===== config.mk =====
export PLATFORM = sky130hd
export DESIGN_NAME = symbol_nco_modulator
export DESIGN_NICKNAME = d
export VERILOG_FILES = /design/src/rtl/mod_pkg.sv /design/src/rtl/nco_phase_acc.sv /design/src/rtl/symbol_nco_modulator.sv
export SDC_FILE = /design/constraint.sdc
export NUM_CORES = 1
export LEC_CHECK = 0
export CORE_MARGIN = 5
export CORE_UTILIZATION = 50
export DETAILED_ROUTE_END_ITERATION = 10
export PLACE_DENSITY = 0.85
export RECOVER_POWER = 25
export SYNTH_ARGS = -nofsm -noshare
export SYNTH_HDL_FRONTEND = slang
export SYNTH_SLANG_ARGS = --single-unit

===== constraint.sdc =====
create_clock -name clk -period 5.1 [get_ports clk]
set_input_delay 1.275 -clock clk [delete_from_list [all_inputs] [get_ports clk]]
set_output_delay 1.275 -clock clk [all_outputs]
set_load 0.02 [all_outputs]

===== src/rtl/mod_pkg.sv =====
// -----------------------------------------------------------------------------
// mod_pkg
//   Shared types, constants and symbol-mapping helpers for the symbol-driven
//   NCO modulator (symbol_nco_modulator and nco_phase_acc).
//   Contents:
//     state_t      FSM state enum {IDLE, RUN}
//     MOD_FSK/PSK  modulation select encodings
//     MODE_1BIT/2BIT symbol width encodings
//     sym_eff      effective symbol value for the captured mode
//     map_fword    symbol -> frequency word (32-bit, caller truncates)
//     map_poff     symbol -> phase quadrant (units of 90 degrees)
// -----------------------------------------------------------------------------
package mod_pkg;

   typedef enum logic {
      IDLE,
      RUN
   } state_t;

   localparam logic MOD_FSK   = 1'b0;
   localparam logic MOD_PSK   = 1'b1;

   localparam logic MODE_1BIT = 1'b0;
   localparam logic MODE_2BIT = 1'b1;

   // In 1-bit mode the upper symbol bit is ignored.
   function automatic logic [1:0] sym_eff(input logic [1:0] sym, input logic mode);
      return (mode == MODE_2BIT) ? sym : {1'b0, sym[0]};
   endfunction

   // Frequency word: fixed carrier for PSK, base + s*step for FSK.
   function automatic logic [31:0] map_fword(input logic [1:0]  s,
                                             input logic        sel,
                                             input logic [31:0] carrier,
                                             input logic [31:0] base,
                                             input logic [31:0] step);
      return (sel == MOD_PSK) ? carrier : base + ({30'd0, s} * step);
   endfunction

   // Phase offset expressed as a quadrant index; the caller places it in the
   // top two bits of the phase word. BPSK uses only quadrants 0 and 2.
   function automatic logic [1:0] map_poff(input logic [1:0] s, input logic mode);
      return (mode == MODE_2BIT) ? s : {s[0], 1'b0};
   endfunction

endpackage


===== src/rtl/nco_phase_acc.sv =====
// -----------------------------------------------------------------------------
// nco_phase_acc
//   NCO phase accumulator: adder plus register, wrapping modulo 2^PHASE_W.
//   Ports:
//     clk    in   1        sample clock
//     rst    in   1        synchronous active-high reset, clears acc
//     clr    in   1        synchronous clear (has priority over en)
//     en     in   1        add fword this clock
//     fword  in   PHASE_W  frequency word
//     acc    out  PHASE_W  current accumulator value
// -----------------------------------------------------------------------------
module nco_phase_acc #(
   parameter int unsigned PHASE_W = 16
) (
   input  logic               clk,
   input  logic               rst,
   input  logic               clr,
   input  logic               en,
   input  logic [PHASE_W-1:0] fword,
   output logic [PHASE_W-1:0] acc
);

   logic [PHASE_W-1:0] acc_d;
   logic [PHASE_W-1:0] acc_q;

   always_comb begin
      acc_d = acc_q;
      if (clr) begin
         acc_d = '0;
      end else if (en) begin
         acc_d = acc_q + fword;
      end
   end

   always_ff @(posedge clk) begin
      if (rst) begin
         acc_q <= '0;
      end else begin
         acc_q <= acc_d;
      end
   end

   assign acc = acc_q;

endmodule


===== src/rtl/symbol_nco_modulator.sv =====
// -----------------------------------------------------------------------------
// symbol_nco_modulator
//   Samples a 1/2-bit symbol once per SPS clocks, maps it to an FSK frequency
//   word or a PSK phase offset and drives an NCO, emitting one phase sample
//   per clock.
//   Ports:
//     clk          in   1        sample clock
//     rst          in   1        synchronous active-high reset
//     enable       in   1        run modulator; low returns to IDLE
//     mode         in   1        0: 1-bit symbols, 1: 2-bit symbols
//     mod_sel      in   1        0: FSK, 1: PSK
//     sym_in       in   2        symbol word
//     sym_strobe   out  1        pulse after each symbol capture
//     phase_out    out  PHASE_W  registered phase (accumulator + PSK offset)
//     phase_valid  out  1        phase_out valid
//   Configuration:
//     DIFF_ENC_EN  when defined, PSK offsets come from a running differential
//                  sum of the symbols instead of the symbols themselves.
// -----------------------------------------------------------------------------
module symbol_nco_modulator
   import mod_pkg::*;
#(
   parameter int unsigned        PHASE_W    = 16,
   parameter int unsigned        SPS        = 4,
   parameter logic [PHASE_W-1:0] FW_CARRIER = PHASE_W'(16'h1000),
   parameter logic [PHASE_W-1:0] FW_BASE    = PHASE_W'(16'h0800),
   parameter logic [PHASE_W-1:0] FW_STEP    = PHASE_W'(16'h0200)
) (
   input  logic               clk,
   input  logic               rst,
   input  logic               enable,
   input  logic               mode,
   input  logic               mod_sel,
   input  logic [1:0]         sym_in,
   output logic               sym_strobe,
   output logic [PHASE_W-1:0] phase_out,
   output logic               phase_valid
);

   localparam int unsigned    CNT_W    = (SPS > 1) ? $clog2(SPS) : 1;
   localparam logic [CNT_W-1:0] CNT_LAST = CNT_W'(SPS - 1);

   state_t             state_d, state_q;
   logic [CNT_W-1:0]   cnt_d, cnt_q;
   logic [1:0]         sym_d, sym_q;
   logic               mode_d, mode_q;
   logic               sel_d, sel_q;
   logic               strobe_d, strobe_q;
   logic               valid_d, valid_q;
   logic [PHASE_W-1:0] phase_d, phase_q;

   logic               capture;
   logic               acc_clr;
   logic               acc_en;
   logic [PHASE_W-1:0] acc;
   logic [1:0]         s_cur;
   logic [1:0]         quad;
   logic [PHASE_W-1:0] fword;
   logic [PHASE_W-1:0] poff;

`ifdef DIFF_ENC_EN
   logic [1:0] diff_d, diff_q;
   logic [1:0] s_new;
   logic [1:0] diff_sum;
`endif

   // Mapping of the currently held symbol.
   always_comb begin
      s_cur = sym_eff(sym_q, mode_q);
      fword = PHASE_W'(map_fword(s_cur, sel_q, 32'(FW_CARRIER), 32'(FW_BASE),
                                 32'(FW_STEP)));
`ifdef DIFF_ENC_EN
      quad  = map_poff(diff_q, mode_q);
`else
      quad  = map_poff(s_cur, mode_q);
`endif
      poff  = (sel_q == MOD_PSK) ? {quad, {(PHASE_W-2){1'b0}}} : '0;
   end

   always_comb begin
      state_d  = state_q;
      cnt_d    = cnt_q;
      sym_d    = sym_q;
      mode_d   = mode_q;
      sel_d    = sel_q;
      strobe_d = 1'b0;
      valid_d  = 1'b0;
      phase_d  = phase_q;
      capture  = 1'b0;
      acc_clr  = 1'b0;
      acc_en   = 1'b0;
`ifdef DIFF_ENC_EN
      diff_d   = diff_q;
      s_new    = sym_eff(sym_in, mode);
      diff_sum = diff_q + s_new;
`endif

      unique case (state_q)
         IDLE: begin
            acc_clr = 1'b1;
`ifdef DIFF_ENC_EN
            diff_d  = 2'd0;
`endif
            if (enable) begin
               capture = 1'b1;
               cnt_d   = '0;
               state_d = RUN;
            end
         end
         RUN: begin
            if (!enable) begin
               // Abort: drop the partial symbol, restart coherently from 0.
               state_d = IDLE;
               acc_clr = 1'b1;
               cnt_d   = '0;
`ifdef DIFF_ENC_EN
               diff_d  = 2'd0;
`endif
            end else begin
               acc_en  = 1'b1;
               valid_d = 1'b1;
               // acc + fword is the accumulator value being registered now.
               phase_d = acc + fword + poff;
               if (cnt_q == CNT_LAST) begin
                  capture = 1'b1;
                  cnt_d   = '0;
               end else begin
                  cnt_d = cnt_q + CNT_W'(1);
               end
            end
         end
      endcase

      if (capture) begin
         sym_d    = sym_in;
         mode_d   = mode;
         sel_d    = mod_sel;
         strobe_d = 1'b1;
`ifdef DIFF_ENC_EN
         // From IDLE diff_q is already 0, so the first symbol starts the sum.
         if (mod_sel == MOD_PSK) begin
            diff_d = (mode == MODE_2BIT) ? diff_sum : {1'b0, diff_sum[0]};
         end
`endif
      end
   end

   always_ff @(posedge clk) begin
      if (rst) begin
         state_q  <= IDLE;
         cnt_q    <= '0;
         sym_q    <= 2'd0;
         mode_q   <= MODE_1BIT;
         sel_q    <= MOD_FSK;
         strobe_q <= 1'b0;
         valid_q  <= 1'b0;
         phase_q  <= '0;
      end else begin
         state_q  <= state_d;
         cnt_q    <= cnt_d;
         sym_q    <= sym_d;
         mode_q   <= mode_d;
         sel_q    <= sel_d;
         strobe_q <= strobe_d;
         valid_q  <= valid_d;
         phase_q  <= phase_d;
      end
   end

`ifdef DIFF_ENC_EN
   always_ff @(posedge clk) begin
      if (rst) begin
         diff_q <= 2'd0;
      end else begin
         diff_q <= diff_d;
      end
   end
`endif

   nco_phase_acc #(
      .PHASE_W (PHASE_W)
   ) u_acc (
      .clk   (clk),
      .rst   (rst),
      .clr   (acc_clr),
      .en    (acc_en),
      .fword (fword),
      .acc   (acc)
   );

   assign sym_strobe  = strobe_q;
   assign phase_out   = phase_q;
   assign phase_valid = valid_q;

endmodule


# After elaboration in Yosys (flattened, before gate mapping)

Cells that the tools add are included.

Add/subtract/negate cells: 4
Multipliers: 0
Divide/modulo/power cells: 0
Magnitude comparators: 0
Equality and inequality tests: 2
Shifts and indexed selects: 0
Multiplexer cells: 16
Bitwise logic cells: 1
Reductions and logical operators: 2

Operators with widths:

| kind                                                            | number |
|---|---|
| 16-bit by 13-bit adder with 16-bit output                       | 1 |
| 16-bit adder                                                    | 1 |
| 16-bit two-way mux                                              | 1 |
| 12-bit by 11-bit adder with 13-bit output, first input constant | 1 |
| 13-bit two-way mux                                              | 1 |
| 2-bit two-way mux                                               | 5 |
| 1-bit two-way mux                                               | 6 |
| 1-bit one-hot mux with 2 select lines                           | 2 |
| 2-bit one-hot mux with 2 select lines                           | 1 |
| 2-bit by 1-bit adder with 2-bit output, second input constant   | 1 |
| 2-bit equality test, second input constant                      | 1 |
| 2-bit != test, second input constant                            | 1 |
| 2-bit AND reduction                                             | 1 |
| 2-bit OR reduction                                              | 1 |
| 1-bit NOT                                                       | 1 |

Register bits after elaboration: 41
Bits in latches: 0
RAM bits: 0
ROM bits: 0
Input bits: 7
Output and inout bits: 18
Word-level logic and storage cells: 34
Memories: 0

# Longest topological paths before layout

Word-level depth: 5
Mapped depth: 12
Depth with buffers taken out: 12

# By module

From an unflattened synthesis, not the netlist that was laid out.

Cell total of the unflattened synthesis: 282
Area, all modules: 2478.6 µm²

Modules (own cells, without submodules):

| module               | instances | cells each | area each (µm²) | sequential area each (µm²) |
|---|---|---|---|---|
| nco_phase_acc        | 1         | 154        | 1330.0          | 320.3 |
| symbol_nco_modulator | 1         | 128        | 1148.6          | 500.5 |

# Worst setup path before layout

OpenSTA, ideal clock, no wires.

Path kind: in2reg
Start point: in enable
End point: reg phase_q[13] (netlist: phase_out[13])
Library setup time: 117 ps
Arrival time: 1910 ps
Data required time: 4983 ps
Path slack: 3073 ps
Cell stages on the path: 5
Path buffers: 1
Cells stage by stage: and2_1 buf_2 nand2b_2 inv_1 a22o_1

Longest elaborated chain between the ends: 1

Ends and longest elaborated chain:

| what                                 | RTL line                    | RTL |
|---|---|---|
| from (decl)                          | symbol_nco_modulator.sv:31  | `input logic enable,` |
| 2-bit AND reduction (no source line) | n/a                         |  |
| to (signal assigned)                 | symbol_nco_modulator.sv:166 | `phase_q <= phase_d;` |
| to (decl)                            | symbol_nco_modulator.sv:50  | `logic [PHASE_W-1:0] phase_d, phase_q;` |

No other way between the ends.
A chain may end at the register's enable or synchronous reset.

# Worst setup path after layout

Start point: reg phase_q[9] (netlist: phase_out[9])
End point: out phase_out[9]

RTL lines:

| what      | RTL line                   | RTL |
|---|---|---|
| to (decl) | symbol_nco_modulator.sv:36 | `output logic [PHASE_W-1:0] phase_out,` |

No word-level cell between the ends.

==> results.md <==
* Count of final hold-check violations at 0
* Number of flip-flops and latches in the synthesized netlist at 23
* Post-route worst setup slack at 2520 ps
* Die span in y at 56.3 um
* Maximum clock frequency at 388 MHz
* CTS H-tree lvls at 1
* Most common cell after layout, fill and taps aside: sky130_fd_sc_hd__dfxtp_1
* Post-synth design cell area at 0.00107 mm^2
* Violation count after the first detailed-routing iteration at 7
* Row cnt at 16
* Hold buffer count at CTS at 0
* Share of total power consumed by net switching at 26.6%
* Cells traversed along the worst timing path: clkdlybuf4s50_1
* Clock latency of the later-clocked register in the worst-skew pair at 330 ps
* Top FF cell, synth: sky130_fd_sc_hd__dfxtp_1
* Leftover overflow at the end of global routing at 0
* Final count of pins violating max slew at 0
* Worst IR drop on VDD at 0.249 mV
* Final cycle utilization of the critical path at 50.5%
* CTS tree: built
* Highest fanout seen on the critical path at 2
* Placeable Area at 0.00200 mm^2
* Count of final setup violators at 0
* Sum Neg Setup Slack at 0 ps
* Maximum clock insertion buffer count at 2
* Total inserted antenna cells at 0
* Power Internal at 0.230 mW
* Placer's final routability congestion estimate at 0.911
* Clock-pin slew of the registers on the worst-case setup and hold paths at 130 ps
* Avg Vias per Cell at 4.79
* Critical path class: register to primary output
* Number of CTS-inserted buffers at 3
* Number of antenna violations at the first check in global routing at 0
* Biggest area consumer among synthesized cells: sky130_fd_sc_hd__dfxtp_1
* Top post-synthesis cells by area: sky130_fd_sc_hd__dfxtp_1 (43%), sky130_fd_sc_hd__ha_1 (7.0%), sky130_fd_sc_hd__buf_4 (6.3%)
* Yosys warning count at 0
* Die width at 56.3 um
* Slew of the pin with the lowest slew margin at 698 ps
* Boundary Pins at 25
* Overall routed net length at 1850 um
* Distinct cells, synth at 33
* Relative slew slack at 53.0%
* Post-cts sizing count at 0
* Flop pwr share at 60.3%
* Worst-path cell with the longest stage delay: sky130_fd_sc_hd__clkdlybuf4s50_1
* Avg Cell Area, Syn at 9.23 um^2
* Most frequent cells in the layout: sky130_fd_sc_hd__dfxtp_1 (23), sky130_fd_sc_hd__nor2_1 (16), sky130_fd_sc_hd__clkdlybuf4s50_1 (13)
* Initial core utilization at 53.5%
* Count of buffering cells on the critical path with inverters included at 1
* Proportion of power drawn by combinational gates at 11.8%
* Pin count of the biggest net entering global routing at 15
* Share of flip-flops with an asynchronous set or reset after synthesis at 0%
* Share of the yosys chip area belonging to registers at 43.0%
* Min-Delay Path Class: register to register
* P_leak at 0.538 nW
* Number of flops mapped to enable cells by yosys at 0
* Shortest period the worst path allows at 2580 ps
* Area enclosed by the die boundary at 0.00317 mm^2
* Run status: complete, no violations
* Family with the most delay on the worst path: buffers and inverters
* Wire length of the first global-routing pass at 3110 um
* Req. time, crit path at 3830 ps
* First-pass iteration count of the detailed router at 4
* Residual DRC at 0
* Post-synthesis cell count at 116
* Global routing usage summed across all routing layers at 12.5%
* RSZ-0062 raised after global routing: false
* IO Port Bufs at 15
* Switch Pwr at 0.0832 mW
* Maximum cell stage delay along the critical path at 610 ps
* Net total in the final layout at 147
* Critical path endpoint category: primary output
* Power density normalized to cell area at 253 mW/mm^2
* DP HPWL at 1480 um
* Via count of the first global-routing pass at 714
* Area growth syn-to-layout at 15.7%
* Max-capacitance violation count at 0
* Number of clock sinks at 23
* Post-place setup slack at 2340 ps
* Post-CTS Setup Bufs at 0
* Root Driver: sky130_fd_sc_hd__clkbuf_4
* Routed wire length per instance at 11.6 um
* Skew final at 11.9 ps
* Relative contribution of the clock network to total power at 28.0%
* Area fraction of the dominant cell type after synthesis at 43.0%
* Ratio of cells with drive above 1 in the final layout at 7.58%
* Vias at 761
* CP Launch Type: register
* Worst EP arrival at 1300 ps
* Post-DRT Antenna Nets at 0
## cell families after synthesis
kind of cell,share of synthesized area (%)
compound gates,12.6
flops,43.0
xor+xnor,5.61
mux,3.74
other cells,0.350
simple gates,16.6
fa+ha+maj,8.88
buf+inv,9.23
## layout make-up
class                           instances  area (um^2)
Timing Repair Buffer                   15          150
Multi-Input combinational cell         84          542
Fill cell                             183          763
Clock inverter                          1         7.51
Inverter                                6         22.5
Tap cell                               27         33.8
Sequential cell                        23          460
Clock buffer                            3         22.5
## state kept, by name (all words and copies together), names as in the netlist
name         cells
sel_q            1
cnt_q            2
sym_q            2
mode_q           1
sym_strobe       1
phase_valid      1
state_q          1
phase_out        7
u_acc.acc        7
## final timing paths
check / start / end / slack (ps) / depth (start not counted)
worst max-delay path: phase_out[9] / phase_out[9] / 2520 / 1
worst min-delay path: phase_out[12] / phase_out[12] / 470 / 1
worst max register to register: sel_q / phase_out[15] / 2830 / 12
worst min register to register: phase_out[12] / phase_out[12] / 470 / 1
## power by group through the flow
stage	logic [mW]	registers [mW]	clock network, mW
floorplan	0.0276	0.194	0
global placement	0.0360	0.192	0
detailed placement	0.0373	0.192	0
CTS	0.0372	0.188	0.0927
global route	0.0406	0.189	0.0980
finish	0.0368	0.189	0.0875
## metal layers
metal,GRT usage [%],share of wire [%]
met5,0,0
met4,5.42,1.0
met3,5.28,6.3
met2,19.4,48
met1,15.0,44
## synth_stat cells (2+ instances only)
cell,instances
sky130_fd_sc_hd__a21oi_1,9
sky130_fd_sc_hd__and2_1,4
sky130_fd_sc_hd__xor2_1,2
sky130_fd_sc_hd__nor2_1,16
sky130_fd_sc_hd__xnor2_1,3
sky130_fd_sc_hd__nand2_1,8
sky130_fd_sc_hd__ha_1,6
sky130_fd_sc_hd__mux2i_1,4
sky130_fd_sc_hd__inv_1,6
sky130_fd_sc_hd__buf_4,9
sky130_fd_sc_hd__nor2b_1,2
sky130_fd_sc_hd__dfxtp_1,23
sky130_fd_sc_hd__a21o_1,2
sky130_fd_sc_hd__nand2b_1,3
## metrics by stage
stage | std cells | util (%) | power [mW] | hold slack (ps) | cell area (um^2)
finish | 159 | 61.9 | 0.313 | 470 | 1240
global route | 159 | 61.9 | 0.328 | 501 | 1240
CTS | 159 | 61.9 | 0.318 | 475 | 1240
detailed placement | 155 | 60.4 | 0.230 | 442 | 1210
global placement | 155 | 60.4 | 0.228 | 445 | 1210
floorplan | 124 | - | 0.222 | 470 | 1100
No activity file was read; power rests on OpenSTA's default activity.
